$ cat config.mk
export PLATFORM = sky130hd
export DESIGN_NAME = instr_fetch
export DESIGN_NICKNAME = d
export VERILOG_FILES = /design/src/rtl/instr_fetch.sv
export SDC_FILE = /design/constraint.sdc
export NUM_CORES = 1
export LEC_CHECK = 0
export ABC_AREA = 1
export CORE_MARGIN = 3
export CORE_UTILIZATION = 41
export DETAILED_ROUTE_END_ITERATION = 7
export HOLD_SLACK_MARGIN = 0.06
export PLACE_DENSITY = 0.74
export SLEW_MARGIN = 10
export SYNTH_ARGS = -nofsm -noshare
export SYNTH_HDL_FRONTEND = slang
export SYNTH_SLANG_ARGS = --single-unit
$ cat constraint.sdc
create_clock -name clk -period 9.9 [get_ports clk]
set_input_delay 1.98 -clock clk [delete_from_list [all_inputs] [get_ports clk]]
set_output_delay 1.98 -clock clk [all_outputs]
set_load 0.005 [all_outputs]
$ cat src/rtl/instr_fetch.sv
// Instruction fetch stage: drives pc_next, issues in-order word requests,
// buffers up to two returned instructions and drops stale ones after a redirect.
module instr_fetch #(
  parameter logic [31:0] RST_PC_ADDRESS = 32'h0
) (
  input  logic        clk,
  input  logic        rst,
  input  logic [31:0] pc,
  output logic [31:0] pc_next,
  input  logic        redirect_valid,
  input  logic [31:0] redirect_pc,
  output logic        imem_req_valid,
  input  logic        imem_req_ready,
  output logic [31:0] imem_req_addr,
  input  logic        imem_rsp_valid,
  input  logic [31:0] imem_rsp_data,
  output logic        inst_valid,
  input  logic        inst_ready,
  output logic [31:0] inst_data,
  output logic [31:0] inst_pc,
  output logic        inst_fault
);

  typedef struct packed {
    logic [31:0] pc;
    logic [31:0] data;
    logic        fault;
  } entry_t;

  logic [31:0] pcq_mem [2];
  logic        pcq_rp, pcq_wp;
  logic [1:0]  pcq_cnt;

  entry_t      out_mem [2];
  logic        out_rp, out_wp;
  logic [1:0]  out_cnt;

  logic [1:0]  drop_cnt;
  logic        halted;

  logic        aligned, inst_pop, credit, fetch_ok;
  logic        fault_push, hs, rsp_take, rsp_drop, out_push;
  logic [2:0]  occ;
  logic [1:0]  rsum, redir_drop;
  entry_t      out_new, head;

  // An entry leaving for decode this cycle frees its slot for a new request,
  // which is what lets 1-cycle memory sustain one instruction per cycle.
  always_comb begin
    aligned  = pc[1:0] == 2'b00;
    inst_pop = inst_valid & inst_ready;
    occ      = {1'b0, pcq_cnt} + {1'b0, out_cnt} + {1'b0, drop_cnt}
             - {2'b00, inst_pop};
    credit   = occ < 3'd2;
    fetch_ok = !rst & !redirect_valid & !halted & credit;

    imem_req_valid = fetch_ok & aligned;
    imem_req_addr  = pc;
    fault_push     = fetch_ok & !aligned & (pcq_cnt == 2'd0);
    hs             = imem_req_valid & imem_req_ready;

    rsp_drop = imem_rsp_valid & (drop_cnt != 2'd0);
    rsp_take = imem_rsp_valid & (drop_cnt == 2'd0)
             & !redirect_valid & !rst;
    out_push = rsp_take | fault_push;

    if (fault_push)
      out_new = '{pc: pc, data: 32'h0, fault: 1'b1};
    else
      out_new = '{pc: pcq_mem[pcq_rp], data: imem_rsp_data, fault: 1'b0};

    // Responses still in flight after a redirect must all be discarded.
    rsum       = drop_cnt + pcq_cnt;
    redir_drop = (imem_rsp_valid && rsum != 2'd0) ? rsum - 2'd1 : rsum;

    if (rst)
      pc_next = RST_PC_ADDRESS;
    else if (redirect_valid)
      pc_next = redirect_pc;
    else if (hs)
      pc_next = pc + 32'd4;
    else
      pc_next = pc;
  end

  assign head       = out_mem[out_rp];
  assign inst_valid = out_cnt != 2'd0;
  assign inst_data  = head.data;
  assign inst_pc    = head.pc;
  assign inst_fault = head.fault;

  always_ff @(posedge clk) begin
    if (rst) begin
      pcq_rp   <= 1'b0;
      pcq_wp   <= 1'b0;
      pcq_cnt  <= 2'd0;
      out_rp   <= 1'b0;
      out_wp   <= 1'b0;
      out_cnt  <= 2'd0;
      drop_cnt <= 2'd0;
      halted   <= 1'b0;
    end else if (redirect_valid) begin
      pcq_cnt  <= 2'd0;
      pcq_rp   <= pcq_wp;
      out_cnt  <= 2'd0;
      out_rp   <= out_wp;
      halted   <= 1'b0;
      drop_cnt <= redir_drop;
    end else begin
      if (hs)       pcq_wp <= ~pcq_wp;
      if (rsp_take) pcq_rp <= ~pcq_rp;
      pcq_cnt <= pcq_cnt + {1'b0, hs} - {1'b0, rsp_take};
      if (out_push) out_wp <= ~out_wp;
      if (inst_pop) out_rp <= ~out_rp;
      out_cnt <= out_cnt + {1'b0, out_push} - {1'b0, inst_pop};
      if (rsp_drop)   drop_cnt <= drop_cnt - 2'd1;
      if (fault_push) halted   <= 1'b1;
    end
  end

  always_ff @(posedge clk) begin
    if (hs)       pcq_mem[pcq_wp] <= pc;
    if (out_push) out_mem[out_wp] <= out_new;
  end

  // A response must always belong to an outstanding or dropped request.
  always_ff @(posedge clk) begin
    if (!rst)
      assert (!(imem_rsp_valid && pcq_cnt == 2'd0 && drop_cnt == 2'd0));
  end

endmodule
# Word-level counts from Yosys, hierarchy flattened
# Memories as Yosys holds them, arrays and structs flattened. A register that Yosys moved wholly into a read port is not among the register bits.
# Index checks and enable logic that the tools add are counted.
[op_classes]
add_sub_neg = 11
order_cmp = 1
n_mux = 19
bitwise_logic = 18
reduce_logical = 17
[op_table]
columns = ["op", "n"]
rows = [
  ["$mux W32", 3],
  ["$mux W65", 1],
  ["$add A32 B3 Y32 const B", 1],
  ["$and A1 B1 Y1", 12],
  ["$mux W1", 12],
  ["$reduce_bool A2 Y1", 6],
  ["$logic_not A2 Y1", 3],
  ["$mux W2", 3],
  ["$not A1 Y1", 5],
  ["$add A2 B1 Y2", 2],
  ["$logic_not A1 Y1", 4],
  ["$reduce_and A2 Y1", 2],
  ["$sub A2 B1 Y2", 2],
  ["$sub A2 B1 Y2 const B", 2],
  ["$add A2 B2 Y3", 1],
  ["$add A3 B2 Y3", 1],
  ["$lt A3 B2 Y1 const B", 1],
  ["$sub A3 B1 Y3", 1],
  ["$add A2 B2 Y2", 1],
  ["$reduce_or A2 Y1", 1],
  ["$logic_and A1 B1 Y1", 1],
  ["$or A1 B1 Y1", 1],
]
[totals]
ff_bits = 11
ram_bits = 194
output_inout_bits = 131
n_memories = 2
[memory_table]
columns = ["name", "depth", "word_bits", "read_ports", "rd_ports_with_merged_regs", "write_ports", "line", "rtl"]
rows = [
  ["out_mem", 2, 65, 1, 1, 1, "34", "entry_t out_mem [2];"],
  ["pcq_mem", 2, 32, 1, 1, 1, "30", "logic [31:0] pcq_mem [2];"],
]

# Logic depth before layout (Yosys ltp)
[logic_depth]
word_depth = 10
ltp_mapped = 21
mapped_depth_nobuf = 20

# Worst setup path before layout
# No wires, ideal clock.
[synth_path]
path_kind = "input to register"
start = "input inst_ready"
end = "memory out_mem[1][0] in the netlist's numbering (enable)"
setup_ns = 0.490
arrival_ns = 6.361
path_slack_ns = 3.049
stages = 14
path_cell_list = "nand2_1 inv_1 ha_1 inv_1 ha_1 a21o_1 ha_1 inv_1 nand2_1 nor2_4 nand3_2 nand2_1 inv_1 nor2_1"
[synth_via]
elab_chain_cells = 9
[synth_lines]
columns = ["item", "line", "rtl"]
rows = [
  ["start: declaration", "18", "input logic inst_ready,"],
  ["$and A1 B1 Y1", "51", "inst_pop = inst_valid & inst_ready;"],
  ["$sub A3 B1 Y3", "53", "- {2'b00, inst_pop};"],
  ["$lt A3 B2 Y1", "54", "credit = occ < 3'd2;"],
  ["$and A1 B1 Y1", "55", "fetch_ok = !rst & !redirect_valid & !halted & credit;"],
  ["$and A1 B1 Y1 (2 in series)", "59", "fault_push = fetch_ok & !aligned & (pcq_cnt == 2'd0);"],
  ["$or A1 B1 Y1", "65", "out_push = rsp_take | fault_push;"],
  ["$mux W1", "123", "if (out_push) out_mem[out_wp] <= out_new;"],
  ["$mux W1 (not written as such)", "123", ""],
  ["end: declaration", "34", ""],
]
# Every way passes these cells.

# Final worst setup path
[layout_path]
start = "input inst_ready"
end = "output pc_next[3]"
[layout_via]
elab_chain_cells = 9
[layout_lines]
columns = ["item", "line", "rtl"]
rows = [
  ["$and A1 B1 Y1", "51", ""],
  ["$sub A3 B1 Y3", "53", ""],
  ["$lt A3 B2 Y1", "54", ""],
  ["$and A1 B1 Y1", "55", ""],
  ["$and A1 B1 Y1", "57", "imem_req_valid = fetch_ok & aligned;"],
  ["$and A1 B1 Y1", "60", "hs = imem_req_valid & imem_req_ready;"],
  ["$mux W32", "80", "else if (hs)"],
  ["$mux W32", "78", "else if (redirect_valid)"],
  ["$mux W32", "76", "if (rst)"],
  ["end: declaration", "9", "output logic [31:0] pc_next,"],
]
# Every way passes these cells.

==> run metrics <==
Port Buf Inserts=232; top cells by area in the synthesized netlist=edfxtp_1 (56%), nand2_1 (9.1%), mux2_2 (7.1%); distinct cell type count after synthesis=33; endpoints failing hold=0; WL met3=2040 um; # rows=57; final worst path period share=78.6%; violation count after the first detailed-routing iteration=443; data required time at the worst endpoint=7.92 ns; placer's final routability congestion estimate=0.870; number of flops mapped to enable cells by yosys=194; Yosys warning total=0; combined area of all synthesized cells=10,300 um^2; total congestion overflow=0; vias after detailed routing=7,675; internal power=1.69 mW; switching power summed over all nets=0.534 mW; kind of critical path=input pin to output port; filler cell count in the final layout=2,155; # resized after CTS=0; slowest library cell on the worst path=nor2_2; per-cell routed wire length=17.3 um; core area=24,500 um^2; Final HPWL DP=17,900 um; Slew Limit Headroom=22.4%; worst supply voltage drop on vdd=0.0000976 V; largest net degree at the start of global routing=98; clock root cell=clkbuf_16; number of max-slew violations in the final report=0; number of clock sinks=207; count of hold-fix buffers inserted at cts=0; clock latency at the later pin of the worst-skew pair=0.50 ns; Antenna Violating Nets Remaining=0; worst-margin pin slew=1.16 ns; amount of wire on met2 after detailed routing=12,900 um; post-placement setup slack=2.10 ns; cell taking the most area after synthesis=edfxtp_1; signed area change from the synthesized netlist to the final layout=30.1%; hold path startpoint=halted; DRC violation count after routing=0; post-route design area=13,400 um^2; post-synthesis net count=1,127; run status=finished, final reports clean; post-route worst setup slack=2.12 ns; wire length of the first global-routing pass=40,800 um; register-to-register setup slack=5.36 ns; number of antenna violations at the first check in global routing=1; nature of the critical path startpoint=input pin; vertical die dimension=165 um; total routed wire length on the met1 layer=11,200 um; share of post-route cells with drive strength above 1=10.2%; net switching share of the total power=24.0%; number of search-and-repair iterations in the first detailed-routing pass=5; combined area of the multi-input logic cells=3330 um^2; ordered list of cells on the worst path=clkdlybuf4s50_1 -> nand2_1 -> inv_1 -> ha_1 -> inv_1 -> ha_1 -> a21o_1 -> ha_1 -> inv_1 -> nand2_1 -> nor2_4 -> nand4_4 -> nor2_2 -> nand2_1 -> nand3_1 -> nand2_1 -> inv_1 -> clkdlybuf4s50_1; sequential cell area=6090 um^2; synthesized instance count=1,012; cell leakage power=5.19 nW; worst reg2reg path startpoint=pcq_cnt[1]; max frequency=128 MHz; starting density of the core=42.1%; RSZ-0062 raised after global routing=false; endpoints failing setup=0; critical path arrival=5.80 ns; minimum clock period after layout=7.78 ns; maximum buffer depth of the clock tree=3; Primary FF master, synth=edfxtp_1; power per unit of standard cell area=166 nW/um^2; maximum fanout encountered on the critical timing path=23; register area share after synthesis=59.0%; maximum capacitance violations=0; cell depth of the worst flop-to-flop path=13; uppermost routed layer=met5; clk_skew=0.0142 ns; number of top-level pins=233; overall power after layout=2.22 mW; worst stage delay on the critical path=0.92 ns; die width=165 um; critical path startpoint=inst_ready; Worst Setup End Kind=output port; most frequent cell after synthesis=nand2_1; Avg Vias per Cell=4.97; most numerous cell types in the synthesized netlist=nand2_1 (249), edfxtp_1 (194), inv_1 (132), nor2_1 (76), o21ai_0 (72); clk slew on worst S/H paths=0.06 ns; depth of the worst hold-timing path=2; Flop pwr share=46.8%; buffer count from post-CTS setup fixing=0; overall track demand over capacity in global routing=19.3%; clock group share of total power=36.7%; DRT Wirelength=26,700 um; Total Neg Setup Slack=0 ns; Total Die Area=27,100 um^2; Clock H-tree levels=1; number of global-route vias before repair=7,605; TritonCTS clock tree=built; Gate power share=16.5%; net total in the final layout=1,317; number of buffers inserted during clock tree synthesis=23; syn_area_per_cell=10.2 um^2; hold crit path type=flop to flop; FFs w/ async S/R, synth=0%; number of register bits inferred by synthesis=207; Area after DPL=12,700 um^2; share of the synthesized area in the top cell type=56.5%
-- registers in the layout (all words and copies together), names as in the netlist, named ones only --
signal,cells
drop_cnt,2
halted,1
out_cnt,2
out_mem,130
out_rp,1
out_wp,1
pcq_cnt,2
pcq_mem,64
pcq_rp,1
pcq_wp,1
-- cells by family (layout without fill, tap and decap cells) --
group,after synthesis,count (layout),synth area share (%)
fa+ha+maj,13,13,1.65
buf+inv,206,413,9.13
mux,65,65,7.09
compound gates,141,141,7.65
flops,207,207,59.0
xor+xnor,15,15,1.27
other cells,0,1,0
simple gates,365,365,14.2
-- worst max-delay path: cells and delay by family --
kind | cells | cell delay, ns
AO/OA/AOI/OAI | 1 | 0.18
adder cells (fa/ha/maj) | 3 | 0.80
AND/OR/NAND/NOR | 8 | 1.74
buffers and inverters | 6 | 1.10
-- worst paths after layout --
| path | endpoint |
|---|---|
| setup / recovery | pc_next[3] |
| hold / removal | halted |
| setup reg to reg | out_mem[0][28] |
| hold reg to reg | halted |
-- routing by layer --
metal / track usage, % / vias up
li1: - / 3736
met1: 24.7 / 3586
met2: 33.4 / 307
met3: 3.56 / 44
met4: 5.60 / 2
met5: 0 / -
-- power groups by stage --
stage          clock [mW]  sequential, mW  combinational [mW]
2_1_floorplan           0            1.05               0.183
5_1_grt             0.876            1.04               0.404
6_report            0.817            1.04               0.367
4_1_cts             0.837            1.04               0.371
3_3_place_gp            0            1.06               0.363
3_5_place_dp            0            1.06               0.368
-- layout make-up --
type / count / share of cell area, %
antenna: 1 / 0.0186
clock buffer: 26 / 4.37
clock inverter: 16 / 1.09
inverter: 134 / 3.76
multi-input combinational: 599 / 24.8
sequential: 207 / 45.4
tap: 324 / 3.02
timing repair buffer: 237 / 17.6
-- metrics by stage --
stage / cells / hold WS (ns) / util [%]
final: 1544 / 0.481 / 54.7
after CTS: 1543 / 0.492 / 54.7
after global placement: 1501 / 0.460 / 51.7
after global routing: 1543 / 0.521 / 54.7
after floorplan: 1012 / 0.435 / -
after detailed placement: 1501 / 0.472 / 51.7
-- layout by cell type (no fill, tap or decap), drive strengths merged --
master / Yosys / final
clkdlybuf4s50: 0 / 232
mux2: 65 / 65
dfxtp: 13 / 13
nand3: 23 / 23
clkinv: 1 / 12
xnor2: 4 / 4
ha: 12 / 12
fa: 1 / 1
edfxtp: 194 / 194
buf: 51 / 5
or2: 5 / 5
clkinvlp: 0 / 1
o211ai: 31 / 31
bufinv: 0 / 2
nor3: 3 / 3
diode: 0 / 1
nand2: 251 / 251
xor2: 11 / 11
and2: 1 / 1
a31oi: 3 / 3
a21o: 1 / 1
inv: 133 / 135
nor2: 78 / 78
o21ai: 72 / 72
clkbuf: 21 / 26
nand4: 4 / 4
a21oi: 34 / 34
Note: power is estimated with default switching activity, not from simulation.
